===== config.mk =====
export PLATFORM = sky130hd
export DESIGN_NAME = bus_interface_unit_flat
export DESIGN_NICKNAME = d
export VERILOG_FILES = /design/src/rtl/bus_interface_unit_pkg.sv /design/src/rtl/bus_interface_unit_if.sv /design/src/rtl/bus_interface_unit_wait_state_counter.sv /design/src/rtl/bus_interface_unit.sv /design/src/flat_wrapper.sv
export SDC_FILE = /design/constraint.sdc
export NUM_CORES = 1
export LEC_CHECK = 0
export CELL_PAD_IN_SITES_DETAIL_PLACEMENT = 1
export CELL_PAD_IN_SITES_GLOBAL_PLACEMENT = 1
export CORE_MARGIN = 2
export CORE_UTILIZATION = 31
export DETAILED_ROUTE_END_ITERATION = 8
export PLACE_DENSITY_LB_ADDON = 0.1
export SLEW_MARGIN = 20
export SYNTH_ARGS = -nofsm -noshare
export SYNTH_HDL_FRONTEND = slang
export SYNTH_SLANG_ARGS = --single-unit

===== constraint.sdc =====
create_clock -name clk_in -period 1.9 [get_ports clk_in]
set_input_delay 0.285 -clock clk_in [delete_from_list [all_inputs] [get_ports clk_in]]
set_output_delay 0.285 -clock clk_in [all_outputs]
set_load 0.005 [all_outputs]

===== src/rtl/bus_interface_unit_pkg.sv =====
// bus_interface_pkg: shared types and constants for the bus interface unit.
//   biu_state_t : access sequencer states
//   ERR_RDATA   : read data returned on a timed-out read (all ones), sliced
//                 to DATA_WIDTH by the user (DATA_WIDTH up to 64)
package bus_interface_pkg;

  typedef enum logic [2:0] {
    IDLE,
    SETUP,
    ACCESS,
    DONE,
    ERROR
  } biu_state_t;

  localparam int          ERR_RDATA_MAX_W = 64;
  localparam logic [63:0] ERR_RDATA       = '1;

endpackage


===== src/rtl/bus_interface_unit_if.sv =====
// bus_interface_unit_if: CPU-side request/acknowledge signals and the
// external memory pins of the bus interface unit, bundled together.
//   slave  : view of the bus interface unit itself
//   master : view of the environment (CPU core + memory) driving it
interface bus_interface_unit_if #(
  parameter int ADDR_WIDTH    = 16,
  parameter int DATA_WIDTH    = 8,
  parameter int ERR_CNT_WIDTH = 8
);
  // CPU side
  logic                     cpu_req;
  logic                     cpu_write;
  logic [ADDR_WIDTH-1:0]    cpu_addr;
  logic [DATA_WIDTH-1:0]    cpu_wdata;
  logic                     cpu_ack;
  logic [DATA_WIDTH-1:0]    cpu_rdata;
  logic                     cpu_error;
  logic                     busy;
  logic [ERR_CNT_WIDTH-1:0] error_count;
  // Memory side
  logic                     mem_strobe;
  logic                     READ_write;
  logic [ADDR_WIDTH-1:0]    address_out;
  logic [DATA_WIDTH-1:0]    data_out;
  logic [DATA_WIDTH-1:0]    data_in;
  logic                     mem_ready;

  modport slave (
    input  cpu_req, cpu_write, cpu_addr, cpu_wdata, data_in, mem_ready,
    output cpu_ack, cpu_rdata, cpu_error, busy, error_count,
           mem_strobe, READ_write, address_out, data_out
  );

  modport master (
    output cpu_req, cpu_write, cpu_addr, cpu_wdata, data_in, mem_ready,
    input  cpu_ack, cpu_rdata, cpu_error, busy, error_count,
           mem_strobe, READ_write, address_out, data_out
  );
endinterface


===== src/rtl/bus_interface_unit_wait_state_counter.sv =====
// wait_state_counter: up counter with synchronous clear and count enable,
// plus a compare against a terminal value.
//   clk_in, reset : clock, asynchronous active-high reset
//   clear         : load zero (has priority over enable)
//   enable        : increment by one
//   terminal      : value compared against the current count
//   at_terminal   : current count equals terminal
module wait_state_counter #(
  parameter int WIDTH = 4
) (
  input  logic             clk_in,
  input  logic             reset,
  input  logic             clear,
  input  logic             enable,
  input  logic [WIDTH-1:0] terminal,
  output logic             at_terminal
);

  logic [WIDTH-1:0] count_reg;

  always_ff @(posedge clk_in or posedge reset) begin
    if (reset) begin
      count_reg <= '0;
    end else if (clear) begin
      count_reg <= '0;
    end else if (enable) begin
      count_reg <= count_reg + WIDTH'(1);
    end
  end

  assign at_terminal = (count_reg == terminal);

endmodule


===== src/rtl/bus_interface_unit.sv =====
// bus_interface_unit: request/acknowledge bridge between the CPU core and
// external memory. One access in flight; optional setup wait states,
// mem_ready stretching, timeout with error pulse, saturating error counter.
//   clk_in : system clock, rising edge
//   reset  : asynchronous active-high reset (drops any access, no ack)
//   bus    : CPU request/ack/data and memory strobe/address/data/ready
module bus_interface_unit
  import bus_interface_pkg::*;
#(
  parameter int ADDR_WIDTH    = 16,
  parameter int DATA_WIDTH    = 8,
  parameter int FIXED_WAIT    = 0,
  parameter int TIMEOUT       = 15,
  parameter int ERR_CNT_WIDTH = 8
) (
  input  logic                 clk_in,
  input  logic                 reset,
  bus_interface_unit_if.slave  bus
);

  localparam int WAIT_W = (TIMEOUT > 0) ? $clog2(TIMEOUT + 1) : 1;
  // Counters compare against "last cycle" so the FSM leaves on that cycle.
  localparam logic [3:0]        SETUP_LAST = (FIXED_WAIT > 0) ? 4'(FIXED_WAIT - 1) : 4'd0;
  localparam logic [WAIT_W-1:0] WAIT_LAST  = (TIMEOUT > 0) ? WAIT_W'(TIMEOUT - 1) : '0;
  localparam logic [DATA_WIDTH-1:0] RDATA_ON_ERR = ERR_RDATA[DATA_WIDTH-1:0];

  biu_state_t state_reg, state_next;

  logic                     write_reg;
  logic [ADDR_WIDTH-1:0]    addr_reg;
  logic [DATA_WIDTH-1:0]    wdata_reg;
  logic [DATA_WIDTH-1:0]    rdata_reg;
  logic [ERR_CNT_WIDTH-1:0] err_cnt_reg;

  logic setup_done;
  logic wait_expired;

  // Counters sit at zero whenever their state is not active, so they are
  // always clear on entry to SETUP/ACCESS.
  wait_state_counter #(.WIDTH(4)) u_setup_cnt (
    .clk_in      (clk_in),
    .reset       (reset),
    .clear       (state_reg != SETUP),
    .enable      (state_reg == SETUP),
    .terminal    (SETUP_LAST),
    .at_terminal (setup_done)
  );

  wait_state_counter #(.WIDTH(WAIT_W)) u_wait_cnt (
    .clk_in      (clk_in),
    .reset       (reset),
    .clear       (state_reg != ACCESS),
    .enable      ((state_reg == ACCESS) && !bus.mem_ready),
    .terminal    (WAIT_LAST),
    .at_terminal (wait_expired)
  );

  always_ff @(posedge clk_in or posedge reset) begin
    if (reset) begin
      state_reg <= IDLE;
    end else begin
      state_reg <= state_next;
    end
  end

  always_comb begin
    state_next = state_reg;
    case (state_reg)
      IDLE: begin
        if (bus.cpu_req) begin
          state_next = (FIXED_WAIT > 0) ? SETUP : ACCESS;
        end
      end
      SETUP: begin
        if (setup_done) begin
          state_next = ACCESS;
        end
      end
      ACCESS: begin
        // A ready on the last allowed cycle still completes normally.
        if (bus.mem_ready) begin
          state_next = DONE;
        end else if ((TIMEOUT != 0) && wait_expired) begin
          state_next = ERROR;
        end
      end
      DONE:    state_next = IDLE;
      ERROR:   state_next = IDLE;
      default: state_next = IDLE;
    endcase
  end

  always_ff @(posedge clk_in or posedge reset) begin
    if (reset) begin
      write_reg   <= 1'b0;
      addr_reg    <= '0;
      wdata_reg   <= '0;
      rdata_reg   <= '0;
      err_cnt_reg <= '0;
    end else begin
      if ((state_reg == IDLE) && bus.cpu_req) begin
        write_reg <= bus.cpu_write;
        addr_reg  <= bus.cpu_addr;
        wdata_reg <= bus.cpu_wdata;
      end
      // Read data and error count are updated on entry to DONE/ERROR so they
      // are already valid while cpu_ack is high.
      if ((state_reg == ACCESS) && (state_next == DONE) && !write_reg) begin
        rdata_reg <= bus.data_in;
      end
      if ((state_reg == ACCESS) && (state_next == ERROR)) begin
        if (!write_reg) begin
          rdata_reg <= RDATA_ON_ERR;
        end
        if (err_cnt_reg != '1) begin
          err_cnt_reg <= err_cnt_reg + ERR_CNT_WIDTH'(1);
        end
      end
    end
  end

  assign bus.mem_strobe  = (state_reg == SETUP) || (state_reg == ACCESS);
  assign bus.READ_write  = bus.mem_strobe && write_reg;
  assign bus.busy        = (state_reg != IDLE);
  assign bus.cpu_ack     = (state_reg == DONE) || (state_reg == ERROR);
  assign bus.cpu_error   = (state_reg == ERROR);
  assign bus.address_out = addr_reg;
  assign bus.data_out    = wdata_reg;
  assign bus.cpu_rdata   = rdata_reg;
  assign bus.error_count = err_cnt_reg;

endmodule


===== src/flat_wrapper.sv =====
// flat-port wrapper written by rule: the top's interface ports become plain ports
module bus_interface_unit_flat import bus_interface_pkg::*;
#(
  parameter int ADDR_WIDTH    = 16,
  parameter int DATA_WIDTH    = 8,
  parameter int FIXED_WAIT    = 0,
  parameter int TIMEOUT       = 15,
  parameter int ERR_CNT_WIDTH = 8
)
  (clk_in, reset, bus_cpu_req, bus_cpu_write, bus_cpu_addr, bus_cpu_wdata, bus_data_in, bus_mem_ready, bus_cpu_ack, bus_cpu_rdata, bus_cpu_error, bus_busy, bus_error_count, bus_mem_strobe, bus_READ_write, bus_address_out, bus_data_out);
  bus_interface_unit_if #(.ADDR_WIDTH(ADDR_WIDTH), .DATA_WIDTH(DATA_WIDTH), .ERR_CNT_WIDTH(ERR_CNT_WIDTH)) bus_i ();
  input  logic clk_in;
  input  logic reset;
  input wire logic [$bits(bus_i.cpu_req)-1:0] bus_cpu_req;
  input wire logic [$bits(bus_i.cpu_write)-1:0] bus_cpu_write;
  input wire logic [$bits(bus_i.cpu_addr)-1:0] bus_cpu_addr;
  input wire logic [$bits(bus_i.cpu_wdata)-1:0] bus_cpu_wdata;
  input wire logic [$bits(bus_i.data_in)-1:0] bus_data_in;
  input wire logic [$bits(bus_i.mem_ready)-1:0] bus_mem_ready;
  output wire logic [$bits(bus_i.cpu_ack)-1:0] bus_cpu_ack;
  output wire logic [$bits(bus_i.cpu_rdata)-1:0] bus_cpu_rdata;
  output wire logic [$bits(bus_i.cpu_error)-1:0] bus_cpu_error;
  output wire logic [$bits(bus_i.busy)-1:0] bus_busy;
  output wire logic [$bits(bus_i.error_count)-1:0] bus_error_count;
  output wire logic [$bits(bus_i.mem_strobe)-1:0] bus_mem_strobe;
  output wire logic [$bits(bus_i.READ_write)-1:0] bus_READ_write;
  output wire logic [$bits(bus_i.address_out)-1:0] bus_address_out;
  output wire logic [$bits(bus_i.data_out)-1:0] bus_data_out;
  assign bus_i.cpu_req = bus_cpu_req;
  assign bus_i.cpu_write = bus_cpu_write;
  assign bus_i.cpu_addr = bus_cpu_addr;
  assign bus_i.cpu_wdata = bus_cpu_wdata;
  assign bus_i.data_in = bus_data_in;
  assign bus_i.mem_ready = bus_mem_ready;
  assign bus_cpu_ack = bus_i.cpu_ack;
  assign bus_cpu_rdata = bus_i.cpu_rdata;
  assign bus_cpu_error = bus_i.cpu_error;
  assign bus_busy = bus_i.busy;
  assign bus_error_count = bus_i.error_count;
  assign bus_mem_strobe = bus_i.mem_strobe;
  assign bus_READ_write = bus_i.READ_write;
  assign bus_address_out = bus_i.address_out;
  assign bus_data_out = bus_i.data_out;
  bus_interface_unit #(.ADDR_WIDTH(ADDR_WIDTH), .DATA_WIDTH(DATA_WIDTH), .FIXED_WAIT(FIXED_WAIT), .TIMEOUT(TIMEOUT), .ERR_CNT_WIDTH(ERR_CNT_WIDTH)) u_core (.clk_in(clk_in), .reset(reset), .bus(bus_i));
endmodule

; ---- After elaboration in Yosys (flattened, before gate mapping)
; Index checks and enable logic that the tools add are counted.
[totals]
reg_bits = 52
inputBits = 37
out_inout_bits = 45
word_cells = 49
[classes]
add_sub_neg = 3
eq_ne = 10
n_mux = 12
reduce_logical = 16
[ops]
columns = cell, count
row1 = 8-bit two-way mux, 3
row2 = 4-bit two-way mux, 4
row3 = 3-bit two-way mux, 4
row4 = 3-bit by 2-bit == test with 1-bit output (second input constant), 3
row5 = 3-bit case mux with 3 select lines, 1
row6 = 4-bit by 1-bit adder with 4-bit output (second input constant), 2
row7 = 8-bit by 1-bit adder with 8-bit output (second input constant), 1
row8 = 8-bit != test (second input constant), 1
row9 = 3-bit == test (second input constant), 2
row10 = 1-bit logical AND, 6
row11 = 4-bit == test (second input constant), 1
row12 = 4-bit zero test, 1
row13 = 2-bit nonzero test, 2
row14 = 3-bit by 1-bit == test with 1-bit output (second input constant), 1
row15 = 3-bit zero test, 1
row16 = 3-bit by 1-bit != test with 1-bit output (second input constant), 1
row17 = 3-bit by 2-bit != test with 1-bit output (second input constant), 1
row18 = 3-bit nonzero test, 1
row19 = 1-bit zero test, 2
row20 = 1-bit logical OR, 2
row21 = 2-bit AND reduction, 1

; ---- Depth between registers and ports, before layout
; Gate-level depths: netlist of run 1.
[logic_depth]
word_depth = 10
mapped_depth = 8

; ---- Modules after synthesis
; From an unflattened synthesis of run 1, not the netlist that was laid out.
[hier_totals]
cells_unflattened = 181
hier_area_um2 = 2458.6
[by_module_without_submodules]
columns = module, n_inst, cells_each, area_each_um2, seq_area_each_um2
row1 = bus_interface_unit, 1, 137, 1983.2, 1101.1
row2 = wait_state_counter, 2, 22, 237.7, 100.1

; ---- Least setup slack after synthesis of run 1
; OpenSTA, ideal clock, no wires.
[synth_path]
path_type = reg2reg
startpoint = register u_core.state_reg[0]
endpoint = register u_core.rdata_reg[5] (netlist: u_core.bus.cpu_rdata[5])
setup_time_ns = 0.065
arrival_ns = 1.843
path_slack_ns = -0.008
path_stages_with_launch = 8
n_path_buf = 3
path_cell_list = dfrtp_1 > or3b_1 > buf_6 > or3_4 > buf_6 > buf_8 > o31a_1 > nand2_1
[synth_between]
elab_chain_len = 9
[synth_lines]
columns = element, line_no
row1 = from (decl), bus_interface_unit.sv:27  ; biu_state_t state_reg, state_next;
row2 = from (signal assigned), bus_interface_unit.sv:62  ; state_reg <= state_next;
row3 = 3-bit two-way mux, bus_interface_unit.sv:83  ; end else if ((TIMEOUT != 0) && wait_expired) begin
row4 = 3-bit two-way mux, bus_interface_unit.sv:81  ; if (bus.mem_ready) begin
row5 = 3-bit case mux with 3 select lines, bus_interface_unit.sv:68  ; case (state_reg)
row6 = 3-bit by 2-bit == test with 1-bit output, bus_interface_unit.sv:108  ; if ((state_reg == ACCESS) && (state_next == DONE) && !write_reg) begin
row7 = 1-bit logical AND (2 in a row), bus_interface_unit.sv:108
row8 = 8-bit two-way mux, bus_interface_unit.sv:108
row9 = 8-bit two-way mux, bus_interface_unit.sv:112  ; if (!write_reg) begin
row10 = 8-bit two-way mux (*), bus_interface_unit.sv:111  ; if ((state_reg == ACCESS) && (state_next == ERROR)) begin
row11 = to (signal assigned), bus_interface_unit.sv:109  ; rdata_reg <= bus.data_in;
row12 = to (decl), bus_interface_unit.sv:32  ; logic [DATA_WIDTH-1:0] rdata_reg;
; Every way passes the cells marked *; elsewhere a longest branch is shown, timed or not.
; A chain may end at the register's enable or synchronous reset.

; ---- Final worst setup path of run 1
[layout_path]
startpoint = register u_core.state_reg[0]
endpoint = register u_core.rdata_reg[7] (netlist: u_core.bus.cpu_rdata[7])
; The elaborated chain is that of the path after synthesis.

==> results.cfg, run 1 <==
[pwr]
powerDensity_nw_per_um2 = 1240
p_int_mw = 3.06
seq_power_share_pct = 40.0
p_sw_mw = 1.29
swShare_pct = 29.6
p_clk_share_pct = 15.4
p_leak_nw = 1.55
power_mw = 4.35
vdd.ir_drop.worst_uv = 398
pwr-share-comb_pct = 44.7

[die]
row_count = 31
core_region_area_um2 = 7250
io_pins = 82
dieArea_um2 = 8190
die_w_um = 90.5
start_util_pct = 32.0
fp.dieH_um = 90.5

[job]
max_cap_viol_count = 0

[route]
vias_per_cell = 4.58
route.vias.total = 1805
route.detailed.wl_per_inst_um = 15.0
first_pass_iters = 4
drc = 0
ant_nets = 0
drt_wl_total_um = 5900
drtIter0Drc = 40

[sta]
layout_setup_ws_ns = 0.0558
hold_viol_final = 0
drv_slew = 0
fmax_mhz = 542
setup_violations = 0
min_period_ns = 1.84
slew_headroom_pct = 74.7
worst_slew_pin_slew_ns = 0.380
finalClockSkew_ns = 0.00707
period_share_pct = 97.1
rsz0062_at_grt = yes

[synthesis]
synth_common_cells = dfrtp_1, mux2_2, nand2_1
postSynthCellCount = 192
yosysSeqAreaShare_pct = 56.1
synthesis.area_um2 = 2320
synth-async-reset-ratio_pct = 100
synth_cell_types = 37
yosysMostFrequentCell = dfrtp_1
synth.area.top_cells = dfrtp_1, mux2_2, ha_1
ys_seq_elements = 52
yosysWarnings = 0
ys.flop_type = dfrtp_1
synth_top_area_share_pct = 56.1
synth_edf_count = 0
synthesis.nets = 234
synth_area_per_cell_um2 = 12.1
synth_area_leader_cell = dfrtp_1

[finish]
syn2layout_area_growth_pct = 50.7
n_antenna_cell = 0
drive_gt1_share_pct = 24.1
stdcell_count = 394
largest_register_ffs = 16
fin_nets = 336

[clock_network]
cts_sinks = 52
numCtsBuffers = 5
clk_pin_slew_ns = 0.10
cts_tree = done
worstSkewPairLatency_ns = 0.30
clk_path_buf_depth = 2
holdBufCountCts = 0
root_buffer = clkbuf_8
htreeDepth = 2

[global_routing]
grt_pass1_wl_um = 9780
track_usage_pct = 14.8
overflow = 0
grt_pass1_vias = 1929
grt_max_degree = 30
antenna_found_initial = 0

[setup_path]
end_kind = register
cp.arrival_ns = 2.10
critPathRequiredTime_ns = 2.15
r2r_end = u_core.bus.cpu_rdata[7]$_DFF_PP0_
r2r_cells = 5
startpoint_type = register
path_class = register to register
r2r_slack_ns = 0.06
r2r-start = u_core.state_reg[0]$_DFF_PP0_
path_max_fanout = 8
cp-startpoint = u_core.state_reg[0]$_DFF_PP0_

[placed_design]
placedCellCount = 381
hpwl_um = 4320
port_buffers = 81
gp_congestion = 0.700
post-place-ws_ns = -0.0373

[status]
status = finished clean

[hold_path]
hold_class = primary input to async pin
-- worst max-delay path by stage --
stage / to / slack (ns) / cells after the start
after floorplan: u_core.bus.cpu_rdata[5]$_DFF_PP0_ / -0.003 / 7
after global routing: u_core.bus.data_out[4]$_DFFE_PP0P_ / 0.002 / 5
after CTS: u_core.bus.cpu_rdata[3]$_DFF_PP0_ / 0.007 / 5
after detailed placement: u_core.bus.cpu_rdata[0]$_DFF_PP0_ / -0.04 / 6
after global placement: u_core.bus.cpu_rdata[1]$_DFF_PP0_ / 0.005 / 6
final: u_core.bus.cpu_rdata[7]$_DFF_PP0_ / 0.06 / 5
-- logic make-up (layout without fill, tap and decap cells) --
family,Yosys count,after routing,synth area share (%)
buffers and inverters,22,124,4.80
muxes,26,26,12.6
adders and majority gates,5,5,2.70
and+or+nand+nor,53,54,12.6
AOI/OAI and AO/OA,23,23,7.07
DFF,52,52,56.1
xor gates and xnor gates,11,11,4.15
-- worst max-delay path, cell delays in order (launching register included) --
cell	delay (ns)
dfrtp_1	0.43
or3b_4	0.41
buf_6	0.14
or3_4	0.41
o31a_2	0.33
nand2_1	0.06
-- layout by cell type, fill, tap and decap left out, types with 2 or more instances in the layout --
master	n
inv_1	13
nand2b_1	2
or3_4	3
buf_4	17
o21ai_0	7
buf_6	3
and2_1	2
nor3b_1	3
dfrtp_1	52
clkbuf_8	6
o31a_1	2
nand4_1	4
ha_1	5
nor2_1	9
nand2_1	14
a21oi_1	2
dlygate4sd2_1	3
nand3_1	4
o31a_2	6
o21ai_1	2
mux2_2	26
or3b_4	2
nor3_1	2
xnor2_1	6
xor2_1	5
clkdlybuf4s50_1	76
-- power groups by stage --
stage          clock [mW]  sequential (mW)  combinational, mW
3_3_place_gp            0             1.74               1.85
2_1_floorplan           0             1.77              0.796
3_5_place_dp            0             1.76               1.90
4_1_cts             0.702             1.74               1.94
6_report            0.668             1.74               1.94
5_1_grt             0.750             1.80               2.12
-- metrics by stage --
stage	hold slack, ns	setup TNS [ns]	utilization, %	area (um2)
finish	0.342	0	48.2	3500
global placement	0.468	0	46.0	3340
CTS	0.339	0	47.8	3470
detailed placement	0.478	-0.185	46.0	3340
floorplan	0.433	-0.00298	-	2320
global route	0.362	0	48.2	3500
-- layer usage --
layer	GRT usage (%)	wire [um]	share of wire, %
met5	0	0	0
met4	3.85	48	0.81
met3	3.51	294	5.0
met2	24.7	2840	48
met1	19.4	2720	46
-- timing repair --
item,4_1_cts,5_1_grt
endpoints found under the setup margin,5,24
setup buffers,3,1
resized for setup,12,6
gates cloned,0,1
pin swaps,4,4
-- cell type report --
class / instances / area (um2)
clock buffers: 7 / 86.3
multi-input cells: 119 / 941
flip-flops and latches: 52 / 1300
well taps: 99 / 124
inverters: 14 / 52.6
fillers: 817 / 3760
clock inverters: 1 / 7.51
repair buffers: 102 / 983
Power figures use the tool's default switching activity.
==> run 2: changes to the inputs <==
--- a/config.mk
+++ b/config.mk
@@ -8,10 +8,11 @@
 export CELL_PAD_IN_SITES_DETAIL_PLACEMENT = 1
 export CELL_PAD_IN_SITES_GLOBAL_PLACEMENT = 1
 export CORE_MARGIN = 2
-export CORE_UTILIZATION = 31
+export CORE_UTILIZATION = 34
 export DETAILED_ROUTE_END_ITERATION = 8
 export PLACE_DENSITY_LB_ADDON = 0.1
 export SLEW_MARGIN = 20
 export SYNTH_ARGS = -nofsm -noshare
 export SYNTH_HDL_FRONTEND = slang
 export SYNTH_SLANG_ARGS = --single-unit
+export TNS_END_PERCENT = 100
==> constraint.sdc (replaced) <==
create_clock -name clk_in -period 1.7 [get_ports clk_in]
set_input_delay 0.255 -clock clk_in [delete_from_list [all_inputs] [get_ports clk_in]]
set_output_delay 0.255 -clock clk_in [all_outputs]
set_load 0.005 [all_outputs]
==> run 2 against run 1 <==
  * The flow now finishes with violations (setup timing)
  * Non-clock buffer count grew 3
  * Critical path depth is 3 lower
  * Total power up 14%
  * Worst hold slack got worse by 0.11 ns
  * Clock skew up 0.0018 ns
  * Sequential power is 10% higher
  * Via count decreased by 0.55%
  * Global-route usage up 0.44 points
  * Wire length fell by 7.8%
  * Clock power rose by 9.9%
  * Sequential cell count is the same
  * Largest cell class unchanged
  * Largest power group unchanged
==> results.cfg, run 2 (synthesized netlist as in run 1, its figures left out) <==
[status]
status = finished with violations
violations = setup timing

[die]
core_region_area_um2 = 6680
fp.dieH_um = 86.6
dieArea_um2 = 7500
start_util_pct = 34.7
io_pins = 82
die_w_um = 86.6
row_count = 30

[global_routing]
grt_pass1_vias = 1942
antenna_found_initial = 0
grt_max_degree = 30
grt.met3_usage_pct = 2.95
grt_util_met2_pct = 25.2
track_usage_pct = 15.2
overflow = 0
top_usage_layer = met2
met1_usage_pct = 20.6
grt_pass1_wl_um = 9160

[sta]
worst_slew_pin_slew_ns = 0.372
period_share_pct = 105
layout_setup_ws_ns = -0.0905
rsz0062_at_grt = yes
hold_viol_final = 0
min_period_ns = 1.79
setup_violations = 34
slew_headroom_pct = 75.1
drv_slew = 0
finalClockSkew_ns = 0.00883
fmax_mhz = 559

[placed_design]
placedCellCount = 367
hpwl_um = 3870
port_buffers = 81
post-place-ws_ns = -0.150
gp_congestion = 0.701
placement.cell_area_um2 = 3370

[clock_network]
clk_pin_slew_ns = 0.09
cts_sinks = 52
root_buffer = clkbuf_8
worstSkewPairLatency_ns = 0.30
numCtsBuffers = 5
holdBufCountCts = 0
clk_path_buf_depth = 2
cts_tree = done
htreeDepth = 2

[finish]
stdcell_count = 378
n_antenna_cell = 0
fin_nets = 339
fillers = 716
layout_commonest_cell = clkdlybuf4s50_1
drive_gt1_share_pct = 27.9
syn2layout_area_growth_pct = 52.8
final_util_pct = 53.0
fin_area_um2 = 3540
final_cell_mix = clkdlybuf4s50_1, dfrtp_1, mux2_2
largest_register_ffs = 16

[setup_path]
path_delay_family = simple AND/OR/NAND/NOR gates
path_max_fanout = 4
cp.arrival_ns = 1.54
cp_slowest_stage_delay_ns = 0.54
path_class = register to output pin
startpoint_type = register
cp_num_buf_inv = 1
crit_chain = or3_2 > dlygate4sd2_1
cp-startpoint = u_core.state_reg[0]$_DFF_PP0_
end_kind = output pin
critical_path.slowest_cell = or3_2
r2r-start = u_core.state_reg[0]$_DFF_PP0_
critPathRequiredTime_ns = 1.44

[pwr]
p_sw_mw = 1.43
p_int_mw = 3.52
pwr-share-comb_pct = 46.4
p_leak_nw = 1.57
powerDensity_nw_per_um2 = 1400
power_mw = 4.94
seq_power_share_pct = 38.7
vdd.ir_drop.worst_uv = 567
swShare_pct = 28.9
p_clk_share_pct = 14.8

[route]
first_pass_iters = 4
ant_nets = 0
vias_per_cell = 4.75
drtIter0Drc = 56
route.vias.total = 1795
route.detailed.wl_per_inst_um = 14.4
drc = 0
drt_wl_total_um = 5440

[job]
max_cap_viol_count = 0

[hold_path]
hold_class = primary input to async pin
[run 2: cell count changes in the layout (fill, tap and decap cells not counted), sizes merged]
cell / change
clkbuf: +1
clkdlybuf4s15: -1
buf: +5
dlygate4sd2: -2
[run 2: power by group through the flow]
stage	clock [mW]	sequential [mW]	combinational (mW)
6_report	0.734	1.92	2.29
5_1_grt	0.829	1.98	2.52
4_1_cts	0.766	1.92	2.23
3_5_place_dp	0	1.94	2.17
3_3_place_gp	0	1.92	2.14
2_1_floorplan	0	1.97	0.920
[run 2: stage by stage]
stage,setup TNS [ns],hold slack [ns]
5_1_grt,-4.32,0.254
6_report,-1.96,0.233
2_1_floorplan,-2.54,0.403
3_5_place_dp,-2.97,0.495
4_1_cts,-2.36,0.239
3_3_place_gp,-2.41,0.484
[run 2: what timing repair did]
item,in CTS,in global routing
gates resized for setup,17,14
pin swaps,5,7
gates cloned,1,2
setup buffers,2,0
endpoints found under the setup margin,37,44
[run 2: final timing paths]
| check | endpoint | depth (start not counted) | slack, ns |
|---|---|---|---|
| min reg2reg | u_core.bus.cpu_rdata[6]$_DFF_PP0_ | 2 | 0.51 |
| min in group clk_in | u_core.bus.cpu_rdata[6]$_DFF_PP0_ | 2 | 0.51 |
| max reg2reg | u_core.bus.cpu_rdata[4]$_DFF_PP0_ | 5 | -0.08 |
| max | bus_busy | 2 | -0.09 |
| max in group asynchronous | u_core.write_reg$_DFFE_PP0P_ | 3 | 1.00 |
| min | u_core.bus.address_out[4]$_DFFE_PP0P_ | 2 | 0.23 |
[run 2: layout make-up]
type                    instances  area [um2]  share of cell area [%]
inverters                      14        52.6                    1.48
flip-flops and latches         52        1300                    36.7
clock inverters                 1        7.51                   0.212
well taps                      80         100                    2.82
repair buffers                105        1030                    29.1
clock buffers                   7        86.3                    2.44
multi-input cells             119         966                    27.3
[run 2: worst register-to-register path: cells and delay by family, from the launching register on]
kind            cells  cell delay (ns)
compound gates      1             0.34
buf+inv             1             0.14
flops               1             0.40
simple gates        3             0.86
[run 2: metal layers]
layer | part of all wire [%] | up-vias | wire (um)
li1 | - | 867 | -
met1 | 49 | 881 | 2650
met2 | 47 | 41 | 2540
met3 | 3.6 | 6 | 196
met4 | 1.0 | 0 | 55
met5 | 0 | - | 0
